==> src/rtl/uart_tx_fifo.sv <==
`default_nettype none
// ============================================================================
// Module      : uart_tx_fifo
// Description : Circular byte buffer feeding a UART transmitter. Words are
//               enqueued at up to one per clock and launched one at a time as
//               a single-cycle P_DATA/Data_Valid strobe, paced by the
//               transmitter's busy flag (with a timeout in case busy never
//               rises after a launch).
// Revision    : 1.0 - initial release
// ----------------------------------------------------------------------------
// Ports
//   CLK           in   clock, rising edge
//   RST           in   synchronous active-low reset
//   WR_DATA       in   word to enqueue
//   WR_EN         in   enqueue request
//   FULL          out  occupancy == DEPTH (registered)
//   EMPTY         out  occupancy == 0 (registered)
//   COUNT         out  occupancy, clog2(DEPTH)+1 bits (registered)
//   OVERFLOW      out  one-cycle pulse after a rejected write
//   TX_P_DATA     out  word to the transmitter, held until the next launch
//   TX_DATA_VALID out  one-cycle launch strobe
//   TX_BUSY       in   transmitter busy, synchronous to CLK
// ============================================================================
module uart_tx_fifo #(
    parameter int WIDTH        = 8,
    parameter int DEPTH        = 8,
    parameter int BUSY_TIMEOUT = 4
) (
    input  logic                     CLK,
    input  logic                     RST,
    input  logic [WIDTH-1:0]         WR_DATA,
    input  logic                     WR_EN,
    output logic                     FULL,
    output logic                     EMPTY,
    output logic [$clog2(DEPTH):0]   COUNT,
    output logic                     OVERFLOW,
    output logic [WIDTH-1:0]         TX_P_DATA,
    output logic                     TX_DATA_VALID,
    input  logic                     TX_BUSY
);

    localparam int c_addr_w = $clog2(DEPTH);
    localparam int c_ptr_w  = c_addr_w + 1;
    localparam int c_tmr_w  = $clog2(BUSY_TIMEOUT);

    localparam logic [c_tmr_w-1:0] c_tmr_last = c_tmr_w'(BUSY_TIMEOUT - 1);
    localparam logic [c_tmr_w-1:0] c_tmr_one  = c_tmr_w'(1);

    localparam logic [1:0] c_st_idle      = 2'd0;
    localparam logic [1:0] c_st_wait_busy = 2'd1;
    localparam logic [1:0] c_st_wait_done = 2'd2;

    // Storage and pointers
    logic [WIDTH-1:0]   r_mem [DEPTH];
    logic [c_ptr_w-1:0] r_wr_ptr;
    logic [c_ptr_w-1:0] r_rd_ptr;
    logic [c_ptr_w-1:0] r_count;
    logic               r_full;
    logic               r_empty;
    logic               r_overflow;

    // Launch sequencer
    logic [1:0]         r_state;
    logic [c_tmr_w-1:0] r_timer;
    logic [WIDTH-1:0]   r_tx_data;
    logic               r_tx_valid;

    logic [1:0]         w_state_nxt;
    logic [c_tmr_w-1:0] w_timer_nxt;
    logic               w_launch;
    logic               w_wr_accept;
    logic [c_ptr_w-1:0] w_wr_ptr_nxt;
    logic [c_ptr_w-1:0] w_rd_ptr_nxt;

    // FULL is the registered pre-edge flag, so a write coinciding with a pop
    // while full is still rejected.
    assign w_wr_accept  = WR_EN & ~r_full;
    assign w_wr_ptr_nxt = r_wr_ptr + c_ptr_w'(w_wr_accept);
    assign w_rd_ptr_nxt = r_rd_ptr + c_ptr_w'(w_launch);

    // Next-state / launch decision
    always_comb begin
        w_state_nxt = r_state;
        w_timer_nxt = r_timer;
        w_launch    = 1'b0;
        case (r_state)
            c_st_idle: begin
                if (!r_empty && !TX_BUSY) begin
                    w_launch    = 1'b1;
                    w_timer_nxt = '0;
                    w_state_nxt = c_st_wait_busy;
                end
            end
            c_st_wait_busy: begin
                // Busy wins over the timeout when both happen on the same edge.
                if (TX_BUSY) begin
                    w_state_nxt = c_st_wait_done;
                end else if (r_timer == c_tmr_last) begin
                    w_state_nxt = c_st_idle;
                end else begin
                    w_timer_nxt = r_timer + c_tmr_one;
                end
            end
            c_st_wait_done: begin
                if (!TX_BUSY) begin
                    w_state_nxt = c_st_idle;
                end
            end
            default: begin
                w_state_nxt = c_st_idle;
            end
        endcase
    end

    // State register
    always_ff @(posedge CLK) begin
        if (!RST) begin
            r_state <= c_st_idle;
            r_timer <= '0;
        end else begin
            r_state <= w_state_nxt;
            r_timer <= w_timer_nxt;
        end
    end

    // Array write; contents are not reset, pointers alone define validity.
    always_ff @(posedge CLK) begin
        if (RST && w_wr_accept) begin
            r_mem[r_wr_ptr[c_addr_w-1:0]] <= WR_DATA;
        end
    end

    // Pointers, flags and transmitter outputs. Flags are computed from the
    // post-edge pointers so they are registered yet current.
    always_ff @(posedge CLK) begin
        if (!RST) begin
            r_wr_ptr   <= '0;
            r_rd_ptr   <= '0;
            r_count    <= '0;
            r_full     <= 1'b0;
            r_empty    <= 1'b1;
            r_overflow <= 1'b0;
            r_tx_data  <= '0;
            r_tx_valid <= 1'b0;
        end else begin
            r_wr_ptr   <= w_wr_ptr_nxt;
            r_rd_ptr   <= w_rd_ptr_nxt;
            r_count    <= w_wr_ptr_nxt - w_rd_ptr_nxt;
            r_empty    <= (w_wr_ptr_nxt == w_rd_ptr_nxt);
            r_full     <= (w_wr_ptr_nxt[c_addr_w-1:0] == w_rd_ptr_nxt[c_addr_w-1:0]) &&
                          (w_wr_ptr_nxt[c_addr_w] != w_rd_ptr_nxt[c_addr_w]);
            r_overflow <= WR_EN & r_full;
            r_tx_valid <= w_launch;
            if (w_launch) begin
                r_tx_data <= r_mem[r_rd_ptr[c_addr_w-1:0]];
            end
        end
    end

    assign FULL          = r_full;
    assign EMPTY         = r_empty;
    assign COUNT         = r_count;
    assign OVERFLOW      = r_overflow;
    assign TX_P_DATA     = r_tx_data;
    assign TX_DATA_VALID = r_tx_valid;

endmodule
`default_nettype wire
==> config.mk <==
export PLATFORM = sky130hd
export DESIGN_NAME = uart_tx_fifo
export DESIGN_NICKNAME = d
export VERILOG_FILES = /design/src/rtl/uart_tx_fifo.sv
export SDC_FILE = /design/constraint.sdc
export NUM_CORES = 1
export LEC_CHECK = 0
export ABC_AREA = 0
export BUFFER_PORTS_ARGS = -buffer_cell sky130_fd_sc_hd__buf_2
export CAP_MARGIN = 20
export CORE_ASPECT_RATIO = 1.2
export CORE_UTILIZATION = 30
export CTS_BUF_LIST = sky130_fd_sc_hd__clkbuf_2 sky130_fd_sc_hd__clkbuf_4 sky130_fd_sc_hd__clkbuf_8
export CTS_CLUSTER_SIZE = 24
export DETAILED_ROUTE_END_ITERATION = 6
export GPL_ROUTABILITY_DRIVEN = 0
export PLACE_DENSITY_LB_ADDON = 0.25
export SLEW_MARGIN = 20
export SYNTH_ARGS = -nofsm -noshare
export SYNTH_HDL_FRONTEND = slang
export SYNTH_SLANG_ARGS = --single-unit
==> constraint.sdc <==
create_clock -name CLK -period 2 [get_ports CLK]
set_input_delay 0.4 -clock CLK [delete_from_list [all_inputs] [get_ports CLK]]
set_output_delay 0.4 -clock CLK [all_outputs]
set_load 0.05 [all_outputs]
Word level (Yosys, flattened, before mapping)
Memory sizes are Yosys's and may differ from the RTL's. A register that Yosys moved wholly into a read port is not among the register bits. Index checks and enable logic that the tools add are counted.

Logic and storage cells: 51. Bits in read-only memories: 0. Latch bits: 0. Input bits: 12. Register bits: 20. RAM bits: 64. Memories: 1. Output and inout bits: 16.

Div/mod/pow operators: 0. Shifts and indexed selects: 0. Multipliers: 0. Add/sub/neg operators: 4. Equal/unequal tests: 11. Multiplexer cells: 13. Reduce and logical (&&, ||, !) cells: 10. Bitwise logic cells: 3. $lt $le $gt $ge: 0.

Memories: r_mem (words 8, bits a word 8, read ports 1, clocked after memory_dff 1, write ports 1, line 54) `logic [WIDTH-1:0] r_mem [DEPTH];`.

Operators by type and width (number): two-way mux 2 bit (7); adder 4 x 1 -> 4 bit (2); != test 2 bit, second input constant (4); one-hot mux 2 bit (3 select lines) (1); == test 2 bit, second input constant (2); == test 4 bit (1); two-way mux 1 bit (4); one-hot mux 2 bit (2 select lines) (1); AND reduction 4 bit (1); subtractor 4 bit (1); == test 3 bit (1); logical AND 1 bit (3); logical NOT 1 bit (3); != test 3 bit, second input constant (1); AND reduction 3 bit (1); adder 2 x 1 -> 2 bit, second input constant (1); bitwise AND 1 bit (2); == test 2 x 1 -> 1 bit, second input constant (1); logical NOT 2 bit (1); nonzero test 2 bit (1); != test 1 bit (1); inverter 1 bit (1).

Longest topological paths before layout
Gate-level depths: netlist of the first run.

Depth after elaboration: 7. Gate-level depth with buffers: 9. Gate-level depth less buffers: 9.

Worst setup path before layout of the first run
No wires, ideal clock.

Path kind: reg-to-reg. From: register r_empty, in the netlist EMPTY. To: register r_count[3], in the netlist COUNT[3]. Path slack: -0.235 ns. Period minus slack after synthesis: 2.235 ns. Stages on the path, launching flop included: 9. Path buffers: 1. Data required time: 1.928 ns. Library setup time: 0.072 ns. Data arrival time: 2.164 ns. Cells stage by stage: dfxtp_1 -> nor4_4 -> buf_2 -> ha_1 -> ha_1 -> xnor2_1 -> a221oi_1 -> or3_1 -> mux2i_1.

Cells in the longest elaborated chain, start to end: 6.

RTL lines: from (decl) (line 59) `logic r_empty;`; from (signal assigned) (line 149) `r_empty <= (w_wr_ptr_nxt == w_rd_ptr_nxt);`; logical NOT 1 bit (line 88) `if (!r_empty && !TX_BUSY) begin`; logical AND 1 bit (line 88); two-way mux 1 bit (line 88); two-way mux 1 bit (line 86) `case (r_state)`; via w_launch (line 70) `logic w_launch;`; adder 4 x 1 -> 4 bit (line 79) `assign w_rd_ptr_nxt = r_rd_ptr + c_ptr_w'(w_launch);`; subtractor 4 bit (line 148) `r_count <= w_wr_ptr_nxt - w_rd_ptr_nxt;`; to (signal assigned) (line 148); to (decl) (line 57) `logic [c_ptr_w-1:0] r_count;`.

The timed path passes the listed nets, and every way through them passes these cells. A chain may end at the register's enable or synchronous reset.

Worst setup path after layout of the first run
From: register r_state[1]. To: register r_count[3], in the netlist COUNT[3].

Cells in the longest elaborated chain, start to end: 4.

RTL lines: from (decl) (line 63) `logic [1:0] r_state;`; from (signal assigned) (line 118) `r_state <= c_st_idle;`; from (signal assigned) (line 121) `r_state <= w_state_nxt;`; logical NOT 2 bit (line 86); two-way mux 1 bit (line 86); adder 4 x 1 -> 4 bit (line 79); via w_rd_ptr_nxt[0] (line 73) `logic [c_ptr_w-1:0] w_rd_ptr_nxt;`; subtractor 4 bit (line 148).

The timed path passes the listed nets, and every way through them passes these cells.

==> flow_metrics.py, run 1 <==
metrics = {
    "synthesis": {
        "synth_ff_type": "edfxtp_1",
        "muxShareOfSynthArea_pct": 9.53,
        "avgSynthCellArea_um2": 14.9,
        "yosysSeqAreaShare_pct": 67.5,
        "synth-xor-area-share_pct": 2.76,
        "async_flop_share_pct": 0,
        "yosys.area_share.simple_pct": 8.00,
        "ys_seq_elements": 92,
        "syn_area_mm2": 0.00368,
        "ys_types": 35,
        "synth_top_family_by_area": "multiplexers",
        "ys.warnings.count": 0,
        "synth_fa_ha_area_share_pct": 2.38,
        "syn_inst": 247,
        "yosysTopAreaCell": "edfxtp_1",
        "ys_top_cells_by_area": "edfxtp_1 52%, dfxtp_1 15%, mux2_2 4.9%",
        "synth_edf_count": 64,
        "synth_top_cell_area_share_pct": 52.3,
        "synth_compound_area_share_pct": 6.98,
        "synthesis.nets": 266,
    },
    "die": {
        "die_w_um": 103,
        "initial_core_util_pct": 31.4,
        "std_cell_rows": 43,
        "die-height_um": 123,
        "core-area_mm2": 0.0117,
        "dieArea_mm2": 0.0127,
        "ios": 28,
    },
    "setup_path": {
        "endpoint_kind": "register",
        "cp_max_fo": 5,
        "r2r_cells": 7,
        "required_ns": 2.29,
        "rr_startpoint": "r_state[1]$_SDFFE_PN0P_",
        "arrival_ns": 2.16,
        "worst-setup-path-type": "register to register",
        "cp-start-kind": "register",
        "crit_path_end": "COUNT[3]$_SDFF_PN0_",
        "setup.worst_path.start": "r_state[1]$_SDFFE_PN0P_",
        "r2r_slack_ns": 0.13,
        "r2r_end": "COUNT[3]$_SDFF_PN0_",
    },
    "timing": {
        "relSlewSlack_pct": 69.7,
        "finalHoldViolCount": 0,
        "worst_pin_slew_ns": 0.453,
        "min_period_over_period_pct": 93.4,
        "fin_worst_skew_ns": 0.00596,
        "final_max_slew_viol_count": 0,
        "rsz0062_at_grt": "false",
        "max_freq_mhz": 535,
        "setup_viol": 0,
        "period_needed_ns": 1.87,
    },
    "clock_network": {
        "clk_pin_slew_ns": 0.08,
        "clock_latency_ns": 0.35,
        "cts_sinks": 92,
        "cts_buffer_depth": 2,
        "htreeDepth": 3,
        "root_buffer": "clkbuf_8",
        "postCtsSetupRepairBufs": 0,
        "cts_tree": "built",
        "cts_buffers": 9,
        "hold_buffers": 0,
        "cts-resized-gates": 0,
    },
    "finish": {
        "finalInstanceArea_mm2": 0.00430,
        "multi_input_area_mm2": 0.00113,
        "seq_area_mm2": 0.00249,
        "final_common_cell": "edfxtp_1",
        "fillerInstances": 1179,
        "area_growth_pct": 16.8,
        "layout_common_cells": "64 x edfxtp_1, 27 x buf_2, 25 x dfxtp_1",
        "finish.net_count": 316,
        "drive_gt1_share_pct": 29.8,
        "post-route-util_pct": 36.6,
    },
    "outcome": {
        "status": "completed",
    },
    "power": {
        "p_per_area_mw_per_mm2": 895,
        "power.total_mw": 3.85,
        "leakagePower_nw": 1.53,
        "ir_drop_mv": 0.291,
    },
    "global_routing": {
        "grt_pass1_vias": 2162,
        "grt_pass1_wl_um": 11600,
        "grt_usage_pct": 13.0,
        "overflow": 0,
        "antenna_found_initial": 1,
        "grt_max_degree": 33,
    },
    "drt": {
        "drt-total-wl_um": 7370,
        "drc": 0,
        "viasPerCell": 4.56,
        "drt-initial-drc-count": 104,
        "wl_per_cell_um": 16.0,
        "drtAntennaViolNets": 0,
        "vias": 2097,
        "firstDrtPassIters": 6,
    },
    "placement": {
        "hpwl_um": 5060,
        "io_buffer_count": 27,
        "place_area_mm2": 0.00413,
    },
    "hold_path": {
        "holdCritPathClass": "input pin to register",
    },
    "job": {
        "maxCapViolations": 0,
    },
}
[report_power, final]
part           internal (mW)  total, mW  leakage [nW]  switching (mW)
combinational          0.212      0.610         0.634           0.398
sequential              2.11       2.16         0.808          0.0507
clock                  0.480       1.07        0.0871           0.591
total                   2.81       3.85          1.53            1.04
[per-layer routing]
layer | wire [um] | track usage (%)
met1 | 3270 | 16.1
met2 | 3770 | 21.7
met3 | 164 | 2.04
met4 | 157 | 6.87
met5 | 0 | 0
[cell type report]
cell class / instances / share of cell area (%)
Clock buffer: 12 / 3.41
Tap cell: 157 / 4.57
Clock inverter: 4 / 0.379
Sequential cell: 92 / 57.9
Antenna cell: 1 / 0.0582
Inverter: 4 / 0.349
Multi-Input combinational cell: 142 / 26.3
Timing Repair Buffer: 48 / 7.11
[registers in the layout, indices dropped and copies added, names as in the netlist]
register / cells
r_wr_ptr: 4
EMPTY: 1
r_timer: 2
TX_DATA_VALID: 1
TX_P_DATA: 8
FULL: 1
r_rd_ptr: 4
r_state: 2
r_mem: 64
COUNT: 4
OVERFLOW: 1
[how the worst min path moves through the flow]
stage                                  from                 endpoint  slack (ns)  cells after the start
global placement    r_timer[1]$_SDFFE_PN0P_  r_timer[1]$_SDFFE_PN0P_        0.44                      2
global route                          WR_EN      OVERFLOW$_SDFF_PN0_        0.30                      2
floorplan           r_timer[1]$_SDFFE_PN0P_  r_timer[1]$_SDFFE_PN0P_        0.44                      2
CTS                                   WR_EN      OVERFLOW$_SDFF_PN0_        0.28                      2
detailed placement  r_timer[1]$_SDFFE_PN0P_  r_timer[1]$_SDFFE_PN0P_        0.46                      2
finish                                WR_EN      OVERFLOW$_SDFF_PN0_        0.29                      2
[kinds of logic (layout without fill, tap and decap cells)]
kind of cell	after synthesis	count (layout)
AO/OA/AOI/OAI	39	39
adder cells (fa/ha/maj)	7	7
multiplexers	33	33
other	0	1
buffers and inverters	13	68
AND/OR/NAND/NOR	54	54
XOR/XNOR	9	9
flip-flops	92	92
[stage by stage]
| stage | setup slack, ns | cells | hold slack (ns) | TNS [ns] |
|---|---|---|---|---|
| 2_1_floorplan | -0.0387 | 247 | 0.436 | -0.0955 |
| 3_3_place_gp | -0.0171 | 443 | 0.445 | -0.0333 |
| 3_5_place_dp | -0.0627 | 443 | 0.458 | -0.111 |
| 4_1_cts | 0.120 | 459 | 0.278 | 0 |
| 5_1_grt | 0.00967 | 459 | 0.297 | 0 |
| 6_report | 0.132 | 460 | 0.291 | 0 |
[critical path, cell delays in order, from the launching register on]
cell      delay, ns
dfxtp_1        0.38
nor4_4         0.31
ha_4           0.25
ha_1           0.23
nor2b_1        0.12
a221oi_1       0.07
or3_1          0.32
mux2i_1        0.12
[cell usage after synthesis (3+ instances only)]
master,number
nand2b_1,5
inv_1,4
buf_6,3
clkbuf_1,3
mux2_2,16
ha_1,7
o22ai_1,8
dfxtp_1,28
nand3_1,4
nor2_1,18
mux2i_1,17
and2_1,5
xor2_1,4
edfxtp_1,64
a221o_1,8
and3_1,3
nand2_1,6
a21oi_1,10
o21ai_0,9
nor2b_1,4
Note: power is estimated with default switching activity, not from simulation.
==> inputs of run 2 (changes only) <==
CELL_PAD_IN_SITES_DETAIL_PLACEMENT = 1   (was unset)
CELL_PAD_IN_SITES_GLOBAL_PLACEMENT = 1   (was unset)
==> run 2 against run 1 <==
Effect of this change: die area is the same; critical endpoint unchanged; sequential power about the same; first-iteration DRC count is 27% lower; global-route usage grew 0.79 points; register-to-register slack gained 0.02 ns; setup slack gained 0.016 ns; power increased by 4.1%; design area barely moved.
==> flow_metrics.py, run 2 (synthesized netlist as in run 1, its figures left out) <==
metrics = {
    "finish": {
        "multi_input_area_mm2": 0.00113,
        "area_growth_pct": 16.9,
        "drive_gt1_share_pct": 30.1,
        "largest_reg_flops": 64,
        "finish.net_count": 313,
        "seq_area_mm2": 0.00249,
        "antenna_cells": 0,
        "layout_common_cells": "64 x edfxtp_1, 27 x buf_2, 25 x dfxtp_1",
        "final_cells": 456,
        "final_common_cell": "edfxtp_1",
        "fillerInstances": 1269,
    },
    "die": {
        "core-area_mm2": 0.0117,
        "die_w_um": 103,
        "std_cell_rows": 43,
        "ios": 28,
        "dieArea_mm2": 0.0127,
        "initial_core_util_pct": 31.4,
        "die-height_um": 123,
    },
    "drt": {
        "viasPerCell": 4.59,
        "drt-initial-drc-count": 76,
        "drt-total-wl_um": 7900,
        "dr_wl_met3_um": 158,
        "drc": 0,
        "vias": 2091,
        "maxUsedRoutingLayer": "met4",
        "wl_met1_um": 3660,
        "firstDrtPassIters": 4,
        "wl_per_cell_um": 17.3,
        "drtAntennaViolNets": 0,
        "wl_met2_um": 3910,
    },
    "power": {
        "ir_drop_mv": 0.398,
        "swShare_pct": 26.9,
        "power.internal_mw": 2.93,
        "seq_power_share_pct": 54.1,
        "p_clk_share_pct": 30.6,
        "p_per_area_mw_per_mm2": 931,
        "leakagePower_nw": 1.53,
        "switchingPower_mw": 1.08,
        "p_comb_share_pct": 15.3,
    },
    "clock_network": {
        "cts_sinks": 92,
        "clk_pin_slew_ns": 0.09,
        "cts_buffers": 9,
        "postCtsSetupRepairBufs": 0,
        "cts_tree": "built",
        "clock_latency_ns": 0.35,
        "root_buffer": "clkbuf_8",
        "cts-resized-gates": 0,
        "cts_buffer_depth": 2,
        "htreeDepth": 3,
        "hold_buffers": 0,
    },
    "global_routing": {
        "grt_pass1_wl_um": 12300,
        "grt_max_degree": 33,
        "grt_pass1_vias": 2273,
        "overflow": 0,
        "antenna_found_initial": 0,
        "grt_usage_pct": 13.8,
    },
    "setup_path": {
        "cp-start-kind": "register",
        "r2r_end": "COUNT[3]$_SDFF_PN0_",
        "required_ns": 2.29,
        "arrival_ns": 2.14,
        "setup.worst_path.start": "r_state[1]$_SDFFE_PN0P_",
        "r2r_cells": 7,
        "cp_max_fo": 5,
        "endpoint_kind": "register",
        "rr_startpoint": "r_state[1]$_SDFFE_PN0P_",
        "r2r_slack_ns": 0.15,
        "worst-setup-path-type": "register to register",
    },
    "timing": {
        "setup_viol": 0,
        "setup_tns_ns": 0,
        "relSlewSlack_pct": 73.2,
        "hold_ws_ns": 0.293,
        "finalHoldViolCount": 0,
        "worst_pin_slew_ns": 0.402,
        "period_needed_ns": 1.85,
        "min_period_over_period_pct": 92.6,
        "fin_worst_skew_ns": 0.0122,
        "final_max_slew_viol_count": 0,
        "setup_slack_ns": 0.148,
        "max_freq_mhz": 540,
        "rsz0062_at_grt": "false",
    },
    "placement": {
        "preCtsSetupSlack_ns": -0.0679,
        "dp.cells": 440,
        "io_buffer_count": 27,
        "hpwl_um": 5280,
    },
    "hold_path": {
        "hold_depth": 2,
        "whs_endpoint": "OVERFLOW$_SDFF_PN0_",
        "holdCritPathClass": "input pin to register",
        "holdCritStartpoint": "WR_EN",
    },
    "outcome": {
        "status": "completed",
    },
    "job": {
        "maxCapViolations": 0,
    },
}
-- run 2: worst max path at each step --
stage                                     end  slack (ns)  cells after the start
after floorplan           COUNT[2]$_SDFF_PN0_       -0.04                      9
after CTS                 COUNT[3]$_SDFF_PN0_        0.13                      7
final                     COUNT[3]$_SDFF_PN0_        0.15                      7
after detailed placement  COUNT[3]$_SDFF_PN0_       -0.07                      8
after global routing      COUNT[3]$_SDFF_PN0_        0.02                      7
after global placement    COUNT[2]$_SDFF_PN0_       -0.02                      9
-- run 2: metrics by stage --
step	util, %	total power [mW]	area [um^2]
after floorplan	-	2.64	3720
after global placement	35.0	2.82	4110
after detailed placement	35.0	2.83	4110
after CTS	36.7	4.06	4300
after global routing	36.7	4.18	4300
final	36.7	4.00	4300
-- run 2: worst max-delay path: stages, from the launching register on --
cell and delay (ns):
dfxtp_1 0.38, nor4_4 0.29, ha_4 0.26, ha_1 0.23, nor2b_1 0.12, a221oi_1 0.06
or3_1 0.32, mux2i_1 0.13
-- run 2: layout make-up --
cell class                      count  area share (%)
Inverter                            4           0.349
Multi-Input combinational cell    142            26.2
Clock inverter                      5            1.22
Tap cell                          157            4.57
Clock buffer                       11            3.23
Sequential cell                    92            57.8
Timing Repair Buffer               45            6.58
-- run 2: power by group through the flow --
stage / combinational [mW] / sequential [mW] / clock (mW)
detailed placement: 0.619 / 2.21 / 0
global route: 0.668 / 2.18 / 1.33
global placement: 0.610 / 2.21 / 0
floorplan: 0.266 / 2.37 / 0
finish: 0.611 / 2.17 / 1.23
CTS: 0.622 / 2.17 / 1.27
-- run 2: metal layers --
layer | vias up | track usage (%)
met1 | 1041 | 17.2
met3 | 11 | 2.09
met2 | 23 | 22.9
li1 | 1016 | -
met5 | - | 0
met4 | 0 | 7.22
